==> src/rtl/fdivsqrt_otfc_pkg.sv <==
// Shared definitions for the radix-4 on-the-fly conversion accumulator:
// one-hot digit encodings, FSM state type and the illegal-digit check.
// Optional feature macro (used by the top): FDIVSQRT_EARLY_TERM_EN.
package fdivsqrt_otfc_pkg;

   localparam logic [3:0] DIG_P2 = 4'b1000;
   localparam logic [3:0] DIG_P1 = 4'b0100;
   localparam logic [3:0] DIG_M1 = 4'b0010;
   localparam logic [3:0] DIG_M2 = 4'b0001;
   localparam logic [3:0] DIG_Z  = 4'b0000;

   typedef enum logic [1:0] {
      IDLE  = 2'b00,
      ACCUM = 2'b01,
      PAD   = 2'b10,
      DONE  = 2'b11
   } otfc_state_t;

   // A digit is illegal when more than one bit is hot, or when the very
   // first digit of an operation is negative (the result would go below zero).
   function automatic logic digit_illegal(input logic [3:0] digit, input logic first);
      logic multi_hot;
      logic negative;
      multi_hot = ((digit & (digit - 4'b0001)) != 4'b0000);
      negative  = (digit == DIG_M1) || (digit == DIG_M2);
      return multi_hot || (first && negative);
   endfunction

endpackage

==> src/rtl/fdivsqrt_otfc4_step.sv <==
// One radix-4 on-the-fly conversion step: shifts U/UM left by one digit and
// appends the new digit without any carry-propagate addition. Negative digits
// take their prefix from UM (the borrow is already folded into it).
module fdivsqrt_otfc4_step
   import fdivsqrt_otfc_pkg::*;
#(
   parameter int W = 6
) (
   input  logic [W-1:0] u,
   input  logic [W-1:0] um,
   input  logic [3:0]   udigit,
   output logic [W-1:0] unext,
   output logic [W-1:0] umnext
);

   // Select the new U/UM pair for the incoming digit; unknown codes act as 0.
   always_comb begin
      unext  = {u[W-3:0], 2'b00};
      umnext = {um[W-3:0], 2'b11};
      case (udigit)
         DIG_P2: begin
            unext  = {u[W-3:0], 2'b10};
            umnext = {u[W-3:0], 2'b01};
         end
         DIG_P1: begin
            unext  = {u[W-3:0], 2'b01};
            umnext = {u[W-3:0], 2'b00};
         end
         DIG_M1: begin
            unext  = {um[W-3:0], 2'b11};
            umnext = {um[W-3:0], 2'b10};
         end
         DIG_M2: begin
            unext  = {um[W-3:0], 2'b10};
            umnext = {um[W-3:0], 2'b01};
         end
         DIG_Z: begin
            unext  = {u[W-3:0], 2'b00};
            umnext = {um[W-3:0], 2'b11};
         end
         default: begin
            unext  = {u[W-3:0], 2'b00};
            umnext = {um[W-3:0], 2'b11};
         end
      endcase
   end

endmodule

==> src/rtl/fdivsqrt_otfc4_accum.sv <==
// Radix-4 digit accumulator: collects NDIG one-hot quotient/root digits,
// converts them on the fly into U and UM = U - 1 ulp, and hands the pair
// downstream over a valid/ready port.
// Optional feature macro: FDIVSQRT_EARLY_TERM_EN -- when defined, ResZero ends
// digit intake early and the remaining digits are padded with zeros (PAD state).
module fdivsqrt_otfc4_accum
   import fdivsqrt_otfc_pkg::*;
#(
   parameter  int DIVb = 56,
   localparam int NDIG = (DIVb + 3) / 2,
   localparam int W    = 2 * NDIG,
   localparam int CNTW = $clog2(NDIG + 1)
) (
   input  logic         clk,
   input  logic         reset,
   input  logic         Start,
   input  logic         DigitValid,
   input  logic [3:0]   UDigit,
   input  logic         ResZero,
   output logic         DigitReady,
   output logic         QValid,
   input  logic         QReady,
   output logic [W-1:0] U,
   output logic [W-1:0] UM,
   output logic         DigitErr
);

   otfc_state_t     state_r, state_s;
   logic [W-1:0]    u_r, u_s, um_r, um_s;
   logic [CNTW-1:0] count_r, count_s;
   logic            err_r, err_s;
   logic            qvalid_r, dready_r;
   logic            accept_s, illegal_s;
   logic [3:0]      step_digit_s;
   logic [W-1:0]    step_u_s, step_um_s;
   logic            last_s, early_s;

`ifndef FDIVSQRT_EARLY_TERM_EN
   logic unused_reszero_s;
   assign unused_reszero_s = ResZero;
`endif

   // Qualify the incoming digit and pick what the shared step unit converts.
   always_comb begin
      accept_s     = (state_r == ACCUM) && DigitValid;
      illegal_s    = digit_illegal(UDigit, (count_r == {CNTW{1'b0}}));
      last_s       = (count_r == CNTW'(NDIG - 1));
      step_digit_s = DIG_Z;
      if (accept_s && !illegal_s) begin
         step_digit_s = UDigit;
      end else begin
         step_digit_s = DIG_Z;
      end
`ifdef FDIVSQRT_EARLY_TERM_EN
      early_s = ResZero;
`else
      early_s = 1'b0;
`endif
   end

   fdivsqrt_otfc4_step #(.W(W)) u_step (
      .u      (u_r),
      .um     (um_r),
      .udigit (step_digit_s),
      .unext  (step_u_s),
      .umnext (step_um_s)
   );

   // Next-state and datapath update; Start overrides every other event.
   always_comb begin
      state_s = state_r;
      u_s     = u_r;
      um_s    = um_r;
      count_s = count_r;
      err_s   = err_r;
      if (Start) begin
         state_s = ACCUM;
         u_s     = {W{1'b0}};
         um_s    = {W{1'b0}};
         count_s = {CNTW{1'b0}};
         err_s   = 1'b0;
      end else begin
         case (state_r)
            IDLE: begin
               state_s = IDLE;
            end
            ACCUM: begin
               if (accept_s) begin
                  u_s     = step_u_s;
                  um_s    = step_um_s;
                  count_s = count_r + CNTW'(1);
                  err_s   = err_r || illegal_s;
                  if (last_s) begin
                     state_s = DONE;
                  end else if (early_s) begin
                     state_s = PAD;
                  end else begin
                     state_s = ACCUM;
                  end
               end else begin
                  state_s = ACCUM;
               end
            end
`ifdef FDIVSQRT_EARLY_TERM_EN
            PAD: begin
               u_s     = step_u_s;
               um_s    = step_um_s;
               count_s = count_r + CNTW'(1);
               if (last_s) begin
                  state_s = DONE;
               end else begin
                  state_s = PAD;
               end
            end
`endif
            DONE: begin
               if (QReady) begin
                  state_s = IDLE;
               end else begin
                  state_s = DONE;
               end
            end
            default: begin
               state_s = IDLE;
            end
         endcase
      end
   end

   // State, datapath and registered status flags.
   always_ff @(posedge clk or posedge reset) begin
      if (reset) begin
         state_r  <= IDLE;
         u_r      <= {W{1'b0}};
         um_r     <= {W{1'b0}};
         count_r  <= {CNTW{1'b0}};
         err_r    <= 1'b0;
         qvalid_r <= 1'b0;
         dready_r <= 1'b0;
      end else begin
         state_r  <= state_s;
         u_r      <= u_s;
         um_r     <= um_s;
         count_r  <= count_s;
         err_r    <= err_s;
         qvalid_r <= (state_s == DONE);
         dready_r <= (state_s == ACCUM);
      end
   end

   assign U          = u_r;
   assign UM         = um_r;
   assign QValid     = qvalid_r;
   assign DigitReady = dready_r;
   assign DigitErr   = err_r;

endmodule
==> config.mk <==
export PLATFORM = sky130hd
export DESIGN_NAME = fdivsqrt_otfc4_accum
export DESIGN_NICKNAME = d
export VERILOG_FILES = /design/src/rtl/fdivsqrt_otfc_pkg.sv /design/src/rtl/fdivsqrt_otfc4_step.sv /design/src/rtl/fdivsqrt_otfc4_accum.sv
export SDC_FILE = /design/constraint.sdc
export NUM_CORES = 1
export LEC_CHECK = 0
export ABC_AREA = 0
export CORE_MARGIN = 1
export CORE_UTILIZATION = 27
export DETAILED_ROUTE_END_ITERATION = 8
export PLACE_DENSITY = 0.55
export SYNTH_ARGS = -nofsm -noshare
export SYNTH_HDL_FRONTEND = slang
export SYNTH_HIERARCHICAL = 1
export SYNTH_SLANG_ARGS = --single-unit
==> constraint.sdc <==
create_clock -name clk -period 6.3 [get_ports clk]
set_input_delay 1.26 -clock clk [delete_from_list [all_inputs] [get_ports clk]]
set_output_delay 1.26 -clock clk [all_outputs]
set_load 0.05 [all_outputs]
==> results.sh <==
export IMPL_drt_initial_drc_count=326
export IMPL_die_y_um=162
export IMPL_crit_fanout=52
export IMPL_synth_seq_cells=126
export IMPL_crit_path_max_incr_delay_ns=0.84
export IMPL_die_area_um2=26300
export IMPL_clkTransAtPathRegs_ns=0.06
export IMPL_crit_chain="clkdlybuf4s50_1 > or2_2 > or2_1 > nor3b_1 > xnor2_1 > or3_4 > buf_4 > mux2_4 > nand2_1 > a21oi_1"
export IMPL_cp_required_ns=6.54
export IMPL_cts_path_max_buffers=2
export IMPL_synth_edf_count=0
export IMPL_synth_avg_cell_area_um2=9.90
export IMPL_cp_num_buf_inv=2
export IMPL_synth_cell_type_count=36
export IMPL_max_slew_margin_pct=29.1
export IMPL_routabilityCongestion=0.715
export IMPL_synthMostInstantiatedCell="nand2_1"
export IMPL_cp_top_family="simple AND/OR/NAND/NOR gates"
export IMPL_period_share_pct=71.5
export IMPL_startpoint_type="input pin"
export IMPL_crit_path_end_kind="flip-flop"
export IMPL_cts_root_buf="clkbuf_16"
export IMPL_cts_buffers=17
export IMPL_drcViolationCount=0
export IMPL_grt_total_usage_pct=13.6
export IMPL_setup_viol=0
export IMPL_synth_top_cell_area_share_pct=45.5
export IMPL_power_mw=1.89
export IMPL_critical_path_class="input pin to flip-flop"
export IMPL_synth_nets=712
export IMPL_synth_top_cells_by_count="235 x nand2_1, 126 x dfrtp_1, 121 x a21oi_1, 80 x mux2_4, 33 x mux2_2"
export IMPL_status="finished clean"
export IMPL_setup_tns_ns=0
export IMPL_vias_per_cell=4.65
export IMPL_grt_max_degree=85
export IMPL_hold_viol_final=0
export IMPL_portBuffers=127
export IMPL_areaGrowthSynthToFinish_pct=28.6
export IMPL_maxCapViolations=0
export IMPL_timing_fmax_ghz=0.222
export IMPL_clk_latency_ns=0.41
export IMPL_core_area_um2=25200
export IMPL_cts_htree_levels=4
export IMPL_rsz0062_at_grt="false"
export IMPL_post_dp_cell_area_um2=8340
export IMPL_postCtsSetupRepairBufs=0
export IMPL_synthFlopType="dfrtp_1"
export IMPL_clkSinkCount=126
export IMPL_worstPathArrival_ns=4.74
export IMPL_holdBufCountCts=0
export IMPL_yosysWarnings=6
export IMPL_cts_resized=0
export IMPL_crit_path_top_delay_cell="or3_4"
export IMPL_powerDensity_nw_per_um2=212
export IMPL_cts_tree="built"
export IMPL_vias=5322
export IMPL_drive_gt1_share_pct=19.9
export IMPL_async_flop_share_pct=100
export IMPL_drt_wl_total_um=17300
export IMPL_grt_pass1_vias=5217
export IMPL_rows=58
export IMPL_yosysSeqAreaShare_pct=45.5
export IMPL_grt_first_pass_wirelength_um=28400
export IMPL_hold_class="flip-flop to flip-flop"
export IMPL_io_pins=129
export IMPL_peakVddDrop_uv=130
export IMPL_drt_wirelength_per_cell_um=15.1
export IMPL_initial_core_util_pct=27.5
export IMPL_layout_nets=813
export IMPL_drt_pre_antenna_iters=6
export IMPL_overflow=0
export IMPL_leakage_nw=3.79
export IMPL_final_setup_skew_ns=0.0106
export IMPL_die_x_um=162
export IMPL_drv_slew=0
export IMPL_antenna_found_initial=0
export IMPL_syn_area_um2=6930
export IMPL_netlist_instances=700
export IMPL_tightest_slew_ns=1.06
export IMPL_postRouteAntennaNets=0
export IMPL_diodes=0
export IMPL_stdcell_area_um2=8910
export IMPL_synth_area_leaders="dfrtp_1 46%, mux2_4 17%, nand2_1 13%, a21oi_1 8.7%, mux2_2 5.4%"
export IMPL_dp_hpwl_um=10100
export IMPL_synth_top_area_cell="dfrtp_1"
export IMPL_fin_crit_ns=4.51
report_power, final:
group	switching, mW	internal (mW)	total [mW]
clock	0.388	0.567	0.955
sequential	0.00475	0.814	0.818
combinational	0.0894	0.0300	0.119
final timing paths:
kind | depth (start not counted) | to | from | slack (ns)
setup / recovery | 10 | UM[21] | UDigit[0] | 1.79
hold / removal | 2 | U[57] | U[57] | 0.53
setup reg to reg | 11 | U[25] | count_r[0] | 2.72
min in group asynchronous | 2 | U[15] | reset | 1.37
max in group asynchronous | 3 | UM[37] | reset | 3.83
hold reg to reg | 2 | U[57] | U[57] | 0.53
worst register-to-register path, cell delays in order (launching register included):
cell,delay [ns]
dfrtp_1,0.41
inv_1,0.06
ha_1,0.20
nor4b_1,0.19
or4_4,0.45
nor3b_2,0.40
xnor2_1,0.16
or3_4,0.70
buf_4,0.39
mux2_4,0.33
nand2_1,0.06
a21oi_1,0.07
cells by family (layout without fill, tap and decap cells):
family,count (synthesis),after routing,synth area share (%)
adder cells (fa/ha/maj),2,2,0.361
AO/OA/AOI/OAI,132,132,9.82
AND/OR/NAND/NOR,262,262,15.5
flip-flops,126,126,45.5
XOR/XNOR,5,5,0.632
buffers and inverters,60,174,5.44
multiplexers,113,113,22.7
through the flow:
step                hold slack, ns  worst slack (ns)  instances  util [%]
floorplan                    0.535              1.68        700         -
global placement             0.515              1.42       1112      33.1
detailed placement           0.522              1.36       1112      33.1
CTS                          0.531              1.79       1144      35.4
global route                 0.552              1.62       1144      35.4
finish                       0.528              1.79       1144      35.4
metal layers:
metal / vias up / global-route usage (%) / routed length, µm
met5: - / 0 / 0
met4: 0 / 3.47 / 129
met3: 9 / 3.37 / 673
met2: 96 / 22.4 / 8130
met1: 2666 / 17.8 / 8360
li1: 2551 / - / -
sequential cells by signal, summed over array words and instances (netlist names):
signal / flops
DigitErr: 1
DigitReady: 1
UM: 58
QValid: 1
count_r: 5
U: 58
state_r: 2
layout make-up:
type | count | area, µm²
fillers | 2571 | 16300
well taps | 330 | 413
inverters | 7 | 31.3
clock inverters | 12 | 113
repair buffers | 135 | 1330
multi-input cells | 514 | 3410
flip-flops and latches | 126 | 3150
clock buffers | 20 | 457
layout by cell type (no fill, tap or decap), types with 3 or more instances in the layout:
master           netlist  layout
a21oi_1              121     121
buf_4                 11       9
clkbuf_16              0      17
clkdlybuf4s50_1        0     126
clkinv_2               0       3
clkinv_4               0       4
dfrtp_1              126     126
inv_1                  7       6
inv_6                  0       3
mux2_2                33      33
mux2_4                80      80
nand2_1              235     235
nor2_1                 4       4
o21ai_0                5       5
xnor2_1                4       4
(Power assumes the default switching activity.)
